[src/rtl/ahb_sram_pkg.sv]
// Shared AHB-lite encodings, error-FSM states and byte-lane helpers for the
// RAM_3Kx32 responder.
package ahb_sram_pkg;

    localparam logic [1:0] HTRANS_IDLE   = 2'b00;
    localparam logic [1:0] HTRANS_BUSY   = 2'b01;
    localparam logic [1:0] HTRANS_NONSEQ = 2'b10;
    localparam logic [1:0] HTRANS_SEQ    = 2'b11;

    localparam logic [2:0] HSIZE_BYTE = 3'd0;
    localparam logic [2:0] HSIZE_HALF = 3'd1;
    localparam logic [2:0] HSIZE_WORD = 3'd2;

    localparam logic HRESP_OKAY  = 1'b0;
    localparam logic HRESP_ERROR = 1'b1;

    typedef enum logic [1:0] {
        ST_OKAY,
        ST_ERR1,
        ST_ERR2
    } err_state_t;

    function automatic logic [3:0] byte_strobe(input logic [2:0] size, input logic [1:0] addr);
        case (size)
            HSIZE_BYTE: return 4'b0001 << addr;
            HSIZE_HALF: return addr[1] ? 4'b1100 : 4'b0011;
            default:    return 4'b1111;
        endcase
    endfunction

    function automatic logic is_aligned(input logic [2:0] size, input logic [1:0] addr);
        case (size)
            HSIZE_BYTE: return 1'b1;
            HSIZE_HALF: return !addr[0];
            HSIZE_WORD: return addr == 2'b00;
            default:    return 1'b0;
        endcase
    endfunction

endpackage

[src/rtl/ahb_sram_wbuf.sv]
// Single-entry posted-write buffer with per-lane read forwarding.
module ahb_sram_wbuf #(
    parameter int AW = 12
) (
    input  logic          clk,
    input  logic          rst,
    input  logic          load,
    input  logic          drain,
    input  logic [AW-1:0] load_addr,
    input  logic [3:0]    load_strb,
    input  logic [31:0]   load_data,
    input  logic [AW-1:0] fwd_addr,
    input  logic [31:0]   fwd_rdata,
    output logic          valid,
    output logic [AW-1:0] addr,
    output logic [3:0]    strb,
    output logic [31:0]   data,
    output logic [31:0]   fwd_data
);

    // A load in the same cycle as a drain re-fills the entry.
    always_ff @(posedge clk or posedge rst) begin
        if (rst) begin
            valid <= 1'b0;
            addr  <= '0;
            strb  <= '0;
            data  <= '0;
        end else if (load) begin
            valid <= 1'b1;
            addr  <= load_addr;
            strb  <= load_strb;
            data  <= load_data;
        end else if (drain) begin
            valid <= 1'b0;
        end
    end

    logic hit;
    assign hit = valid && (addr == fwd_addr);

    always_comb begin
        fwd_data = fwd_rdata;
        for (int i = 0; i < 4; i++) begin
            if (hit && strb[i])
                fwd_data[8*i +: 8] = data[8*i +: 8];
        end
    end

endmodule

[src/rtl/ahb_sram_ctrl.sv]
// Zero-wait AHB-lite responder for the RAM_3Kx32 macro: address decode,
// two-cycle ERROR sequencing and macro port muxing between reads and drains.
module ahb_sram_ctrl
    import ahb_sram_pkg::*;
#(
    parameter int AW    = 12,
    parameter int DEPTH = 3072
) (
    input  logic          HCLK,
    input  logic          HRESET,
    input  logic          HSEL,
    input  logic [31:0]   HADDR,
    input  logic [1:0]    HTRANS,
    input  logic          HWRITE,
    input  logic [2:0]    HSIZE,
    input  logic [31:0]   HWDATA,
    input  logic          HREADY,
    output logic          HREADYOUT,
    output logic          HRESP,
    output logic [31:0]   HRDATA,
    input  logic [31:0]   SRAMRDATA,
    output logic          SRAMCS0,
    output logic [3:0]    SRAMWEN,
    output logic [AW-1:0] SRAMADDR,
    output logic [31:0]   SRAMWDATA
);

    err_state_t    state;
    logic [AW-1:0] word_addr;
    logic          accept, legal, rd_acc, wr_acc, err_acc;
    logic          rd_pend, wr_pend;
    logic [AW-1:0] rd_addr, wr_addr;
    logic [3:0]    wr_strb;
    logic          buf_valid;
    logic [AW-1:0] buf_addr;
    logic [3:0]    buf_strb;
    logic [31:0]   buf_data, fwd_data;

    logic unused_bits;
    assign unused_bits = ^{HADDR[31:AW+2], HTRANS[0]};

    assign word_addr = HADDR[AW+1:2];
    assign accept    = HSEL && HTRANS[1] && HREADY && !HRESET;
    assign legal     = (HSIZE <= HSIZE_WORD) && is_aligned(HSIZE, HADDR[1:0])
                       && (int'(word_addr) < DEPTH);
    assign rd_acc    = accept && legal && !HWRITE;
    assign wr_acc    = accept && legal && HWRITE;
    assign err_acc   = accept && !legal;

    always_ff @(posedge HCLK or posedge HRESET) begin
        if (HRESET) begin
            state     <= ST_OKAY;
            HREADYOUT <= 1'b1;
            HRESP     <= HRESP_OKAY;
            rd_pend   <= 1'b0;
            rd_addr   <= '0;
            wr_pend   <= 1'b0;
            wr_addr   <= '0;
            wr_strb   <= '0;
        end else begin
            rd_pend <= rd_acc;
            wr_pend <= wr_acc;
            if (rd_acc)
                rd_addr <= word_addr;
            if (wr_acc) begin
                wr_addr <= word_addr;
                wr_strb <= byte_strobe(HSIZE, HADDR[1:0]);
            end
            case (state)
                ST_ERR1: begin
                    state     <= ST_ERR2;
                    HREADYOUT <= 1'b1;
                    HRESP     <= HRESP_ERROR;
                end
                default: begin
                    // ERR2 is a completing cycle, so a new transfer may start here.
                    if (err_acc) begin
                        state     <= ST_ERR1;
                        HREADYOUT <= 1'b0;
                        HRESP     <= HRESP_ERROR;
                    end else begin
                        state     <= ST_OKAY;
                        HREADYOUT <= 1'b1;
                        HRESP     <= HRESP_OKAY;
                    end
                end
            endcase
        end
    end

    ahb_sram_wbuf #(.AW(AW)) u_wbuf (
        .clk       (HCLK),
        .rst       (HRESET),
        .load      (wr_pend),
        .drain     (buf_valid && !rd_acc),
        .load_addr (wr_addr),
        .load_strb (wr_strb),
        .load_data (HWDATA),
        .fwd_addr  (rd_addr),
        .fwd_rdata (SRAMRDATA),
        .valid     (buf_valid),
        .addr      (buf_addr),
        .strb      (buf_strb),
        .data      (buf_data),
        .fwd_data  (fwd_data)
    );

    // Reads own the macro; the buffer drains in any other cycle.
    always_comb begin
        SRAMCS0   = 1'b0;
        SRAMWEN   = 4'b0000;
        SRAMADDR  = '0;
        SRAMWDATA = buf_data;
        if (rd_acc) begin
            SRAMCS0  = 1'b1;
            SRAMADDR = word_addr;
        end else if (buf_valid) begin
            SRAMCS0  = 1'b1;
            SRAMWEN  = buf_strb;
            SRAMADDR = buf_addr;
        end
    end

    assign HRDATA = rd_pend ? fwd_data : 32'h0;

endmodule
[config.mk]
export PLATFORM = sky130hd
export DESIGN_NAME = ahb_sram_ctrl
export DESIGN_NICKNAME = d
export VERILOG_FILES = /design/src/rtl/ahb_sram_pkg.sv /design/src/rtl/ahb_sram_wbuf.sv /design/src/rtl/ahb_sram_ctrl.sv
export SDC_FILE = /design/constraint.sdc
export NUM_CORES = 1
export LEC_CHECK = 0
export ABC_AREA = 1
export CELL_PAD_IN_SITES_DETAIL_PLACEMENT = 0
export CELL_PAD_IN_SITES_GLOBAL_PLACEMENT = 2
export CORE_MARGIN = 2
export CORE_UTILIZATION = 23
export CTS_CLUSTER_SIZE = 14
export DETAILED_ROUTE_END_ITERATION = 12
export GPL_TIMING_DRIVEN = 0
export PLACE_DENSITY = 0.81
export SYNTH_ARGS = -nofsm -noshare
export SYNTH_HDL_FRONTEND = slang
export SYNTH_SLANG_ARGS = --single-unit
[constraint.sdc]
create_clock -name HCLK -period 7.4 [get_ports HCLK]
set_clock_uncertainty 0.2 [all_clocks]
set_input_delay 2.22 -clock HCLK [delete_from_list [all_inputs] [get_ports HCLK]]
set_output_delay 2.22 -clock HCLK [all_outputs]
set_load 0.02 [all_outputs]
## Yosys cells after proc, flatten, opt, wreduce, memory -nomap -nowiden

Index checks and enable logic that the tools add are counted.

- Input bits: 106
- Word-level logic and storage cells: 64
- Output and inout bits: 83
- Flip-flop bits (word level): 83

- Reductions and logical operators: 23
- Magnitude comparators: 2
- Shifts and indexed selects: 1
- Equality and inequality tests: 4
- Mux-type cells: 22

Operators by type and width:

| operator | count |
|---|---|
| two-way mux 32 bit | 1 |
| two-way mux 8 bit | 4 |
| two-way mux 12 bit | 2 |
| logical AND 1 bit | 15 |
| equality test 12 bit | 1 |
| less-than comparator 12 bit (second input constant) | 1 |
| two-way mux 4 bit | 3 |
| two-way mux 1 bit | 9 |
| one-hot mux 4 bit (2 select lines) | 1 |
| logical NOT 1 bit | 5 |
| << shifter 1 x 2 -> 4 bit (first input constant) | 1 |
| equality test 3 x 1 -> 1 bit (second input constant) | 1 |
| equality test 3 x 2 -> 1 bit (second input constant) | 1 |
| less-or-equal comparator 3 x 2 -> 1 bit (second input constant) | 1 |
| logical NOT 3 bit | 1 |
| one-hot mux 1 bit (3 select lines) | 1 |
| equality test 2 x 1 -> 1 bit (second input constant) | 1 |
| logical NOT 2 bit | 1 |
| two-way mux 2 bit | 1 |
| nonzero test 2 bit | 1 |

## Depth between registers and ports, before layout

- Depth in word-level cells: 10
- Mapped depth: 10
- Depth with buffers taken out: 10

## Cells and area by module

From an unflattened synthesis, not the netlist that was laid out.

- Cell total of the unflattened synthesis: 658
- Area total of the unflattened synthesis: 4735.8 sq um

By module, submodules not included:

| module | sequential area each (sq um) | instances | area each (sq um) | cells an instance |
|---|---|---|---|---|
| ahb_sram_wbuf | 1226.2 | 1 | 2728.9 | 366 |
| ahb_sram_ctrl | 852.1 | 1 | 2006.9 | 292 |

## Worst setup path after synthesis

Ideal clock, no wire load.

- Kind: input -> output
- Start point: input HRESET
- End point: output SRAMADDR[0]
- Cell stages on the path: 6
- Path slack: -83 ps
- Data arrival time: 5063 ps
- Path buffers: 1
- Cells stage by stage: inv_1 -> nand4_1 -> inv_1 -> nand3_4 -> buf_2 -> o21ai_1

- Cells in the longest elaborated chain, start to end: 5

RTL lines:

| element | line | RTL |
|---|---|---|
| start, declared | ahb_sram_ctrl.sv:10 | `input logic HRESET,` |
| logical NOT 1 bit (no line) | - |  |
| logical AND 1 bit | ahb_sram_ctrl.sv:43 | `assign accept = HSEL && HTRANS[1] && HREADY && !HRESET;` |
| logical AND 1 bit (2 in series) | ahb_sram_ctrl.sv:46 | `assign rd_acc = accept && legal && !HWRITE;` |
| two-way mux 12 bit | ahb_sram_ctrl.sv:114 | `if (rd_acc) begin` |
| end, declared | ahb_sram_ctrl.sv:24 | `output logic [AW-1:0] SRAMADDR,` |

No other way between the ends.

## Worst setup path after layout

- Start point: input HRESET
- End point: output SRAMADDR[11]

Same word-level chain as after synthesis.

==> out/results.ini <==
[outcome]
status=complete, no violations

[grt]
met2_usage_pct=23.1
grt_pass1_wl_mm=24.3
grt_max_degree=36
grtUsageTotal_pct=14.4
met1_usage_pct=20.0
grt_antenna_before_repair=0
busiest_layer=met2
grt_pass1_vias=4346
met3_usage_pct=1.80
grt-ovfl-total=0

[sta]
maxSlewViolCount=0
holdWs_ns=0.232
setup_tns_ns=0
relSlewSlack_pct=55.8
rsz0062_at_grt=no
period_share_pct=93.9
period_minus_slack_ns=6.95
timing.fmax_mhz=144
worst_pin_slew_ns=0.663
finalHoldViolCount=0
setup_viol=0

[cells_and_area]
mostFrequentLayoutCells=nand2_1 (206), clkdlybuf4s50_1 (169), inv_1 (153)
nets=954
fin_util_pct=35.2
area_delta_synth_final_pct=50.7
layout_commonest_cell=nand2_1
final_cells=1123
drive_gt1_share_pct=7.03
antenna_cells=0

[synthesis]
seq_area_frac_synth_pct=44.1
synth-seq-cells=83
synth_warnings=0
syn_area_per_cell_um2=7.08
synthesis.nets=771
syn-cell-area_um2=4710
syn_inst=665
synthDistinctLibCells=28

[route]
routed_wl_mm=15.3
ant_nets=0
dr.pass1.iters=5
drcViolationCount=0
vias_per_cell=4.01
vias=4501
drt-initial-drc-count=187
routedWlPerCell_um=13.6

[clock_tree]
hold_buffers=0
cts_tree=done
cts.clk_slew.worst_paths_ns=0.06
clock-sinks=83
cts_max_level=3
clockBufferDepth=2
numCtsBuffers=9
clock-root-buffer=clkbuf_16
clock_latency_ns=0.34

[worst_setup_path]
critical-path-max-stage-delay_ns=0.64
crit_fanout=33
reg2reg_depth=5
cp.arrival_ns=4.53
path_cells=clkdlybuf4s50_1 > clkinvlp_4 > buf_12 > nand4_1 > inv_1 > nand3_4 > buf_2 > o21ai_1 > clkdlybuf4s50_1
worst-setup-path-type=in2out
cp_num_cells=9
endpoint_kind=output port
cp-startpoint=HRESET
crit_required_ns=4.98
critPathTopFamily=buffers and inverters
path_buf_inv=6
cp_slowest_cell=clkdlybuf4s50_1
cp-start-kind=primary input
r2r-start=wr_pend
crit_top_cell=clkdlybuf4s50_1

[floorplan]
die_w_um=147
rows=52
start_util_pct=23.4
die_area_um2=21600
die_h_um=147
io_pins=189
core_area_um2=20200

[power]
p_per_area_nw_per_um2=186
peakVddDrop_mv=0.102
p_total_w=0.00132
power_leakage_nw=3.46

[hold_path]
min-delay-path-class=reg2reg
hold_depth=1
min-delay-start=state[1]

[placed_design]
dpl.hpwl_mm=11.4
post-place-cells=1106
portBuffers=169
gp_congestion=0.730

[flow_run]
drv_cap=0

[worst register-to-register path: stages, from the launching register on]
cell and delay (ns):
dfrtp_1 0.32, clkbuf_1 0.30, buf_2 0.31, clkbuf_1 0.55, nand2_1 0.18, nand2_1 0.11
[registers in the layout (all words and copies together), names as in the netlist]
name          count
wr_pend           1
wr_addr          12
u_wbuf.addr      12
HREADYOUT         1
u_wbuf.strb       4
u_wbuf.valid      1
state             2
wr_strb           4
u_wbuf.data      32
rd_addr          12
rd_pend           1
HRESP             1
[metal layers]
metal / routed length, um / vias to the layer above
met5: 0 / -
li1: - / 2372
met1: 7460 / 2003
met2: 7070 / 112
met3: 530 / 14
met4: 255 / 0
[area by class of cell]
type,count,area [um2]
fill,2200,13100
sequential,83,2080
inverter,157,593
multi-input combinational,392,1860
clock inverter,4,48.8
buffer,33,188
clock buffer,12,256
tap,270,338
timing repair buffer,172,1740
[power by group]
part	total [W]	switching (W)	internal [W]
clock network	0.000469	0.000189	0.000280
logic	0.000320	0.000171	0.000149
registers	0.000532	0.0000281	0.000504
total	0.00132	0.000389	0.000933
[through the flow]
| step | cell area, um2 | setup slack [ns] |
|---|---|---|
| 2_1_floorplan | 4710 | 0.609 |
| 3_3_place_gp | 6740 | -1.47 |
| 3_5_place_dp | 6780 | -0.0679 |
| 4_1_cts | 7100 | 0.384 |
| 5_1_grt | 7100 | 0.212 |
| 6_report | 7100 | 0.449 |
[synthesized netlist by cell type]
master	count	area (um2)
nand3_1	4	20.0
dfstp_2	1	26.3
buf_1	3	11.3
nor2_1	39	146
nand4_1	34	213
o21ai_1	43	215
xnor2_1	2	17.5
nor2_2	1	6.26
buf_6	6	67.6
nand3_4	5	87.6
or2_2	1	6.26
o21ai_0	41	205
dfrtp_1	82	2050
nand2_1	206	773
nand2_4	1	11.3
inv_2	2	7.51
clkinv_1	1	3.75
inv_1	154	578
clkbuf_1	11	41.3
a22oi_4	1	21.3
nand3b_4	1	20.0
buf_2	12	60.1
buf_4	1	7.51
nand3_2	1	10.0
nand2_2	5	31.3
a21oi_1	4	20.0
nor2_8	2	40.0
nor2_4	1	11.3
[worst paths after layout]
kind / endpoint / slack [ns]
max: SRAMADDR[11] / 0.45
min: state[1] / 0.23
max reg2reg: u_wbuf.strb[3] / 5.38
min reg2reg: state[1] / 0.23
max in group asynchronous: u_wbuf.data[12] / 4.47
min in group asynchronous: u_wbuf.addr[1] / 2.08
[cells by family (layout without fill, tap and decap cells)]
family	count (synthesis)	after routing	synth area share [%]
flops	83	83	44.1
simple gates	301	301	29.2
xor+xnor	2	2	0.372
buf+inv	190	378	16.5
compound gates	89	89	9.80
[repair_timing]
item                                   CTS  global route
setup endpoints to repair                9             0
resized for setup                        0             0
setup buffers                            1             0
endpoints found under the hold margin    0             0
No activity file was read; power rests on OpenSTA's default activity.
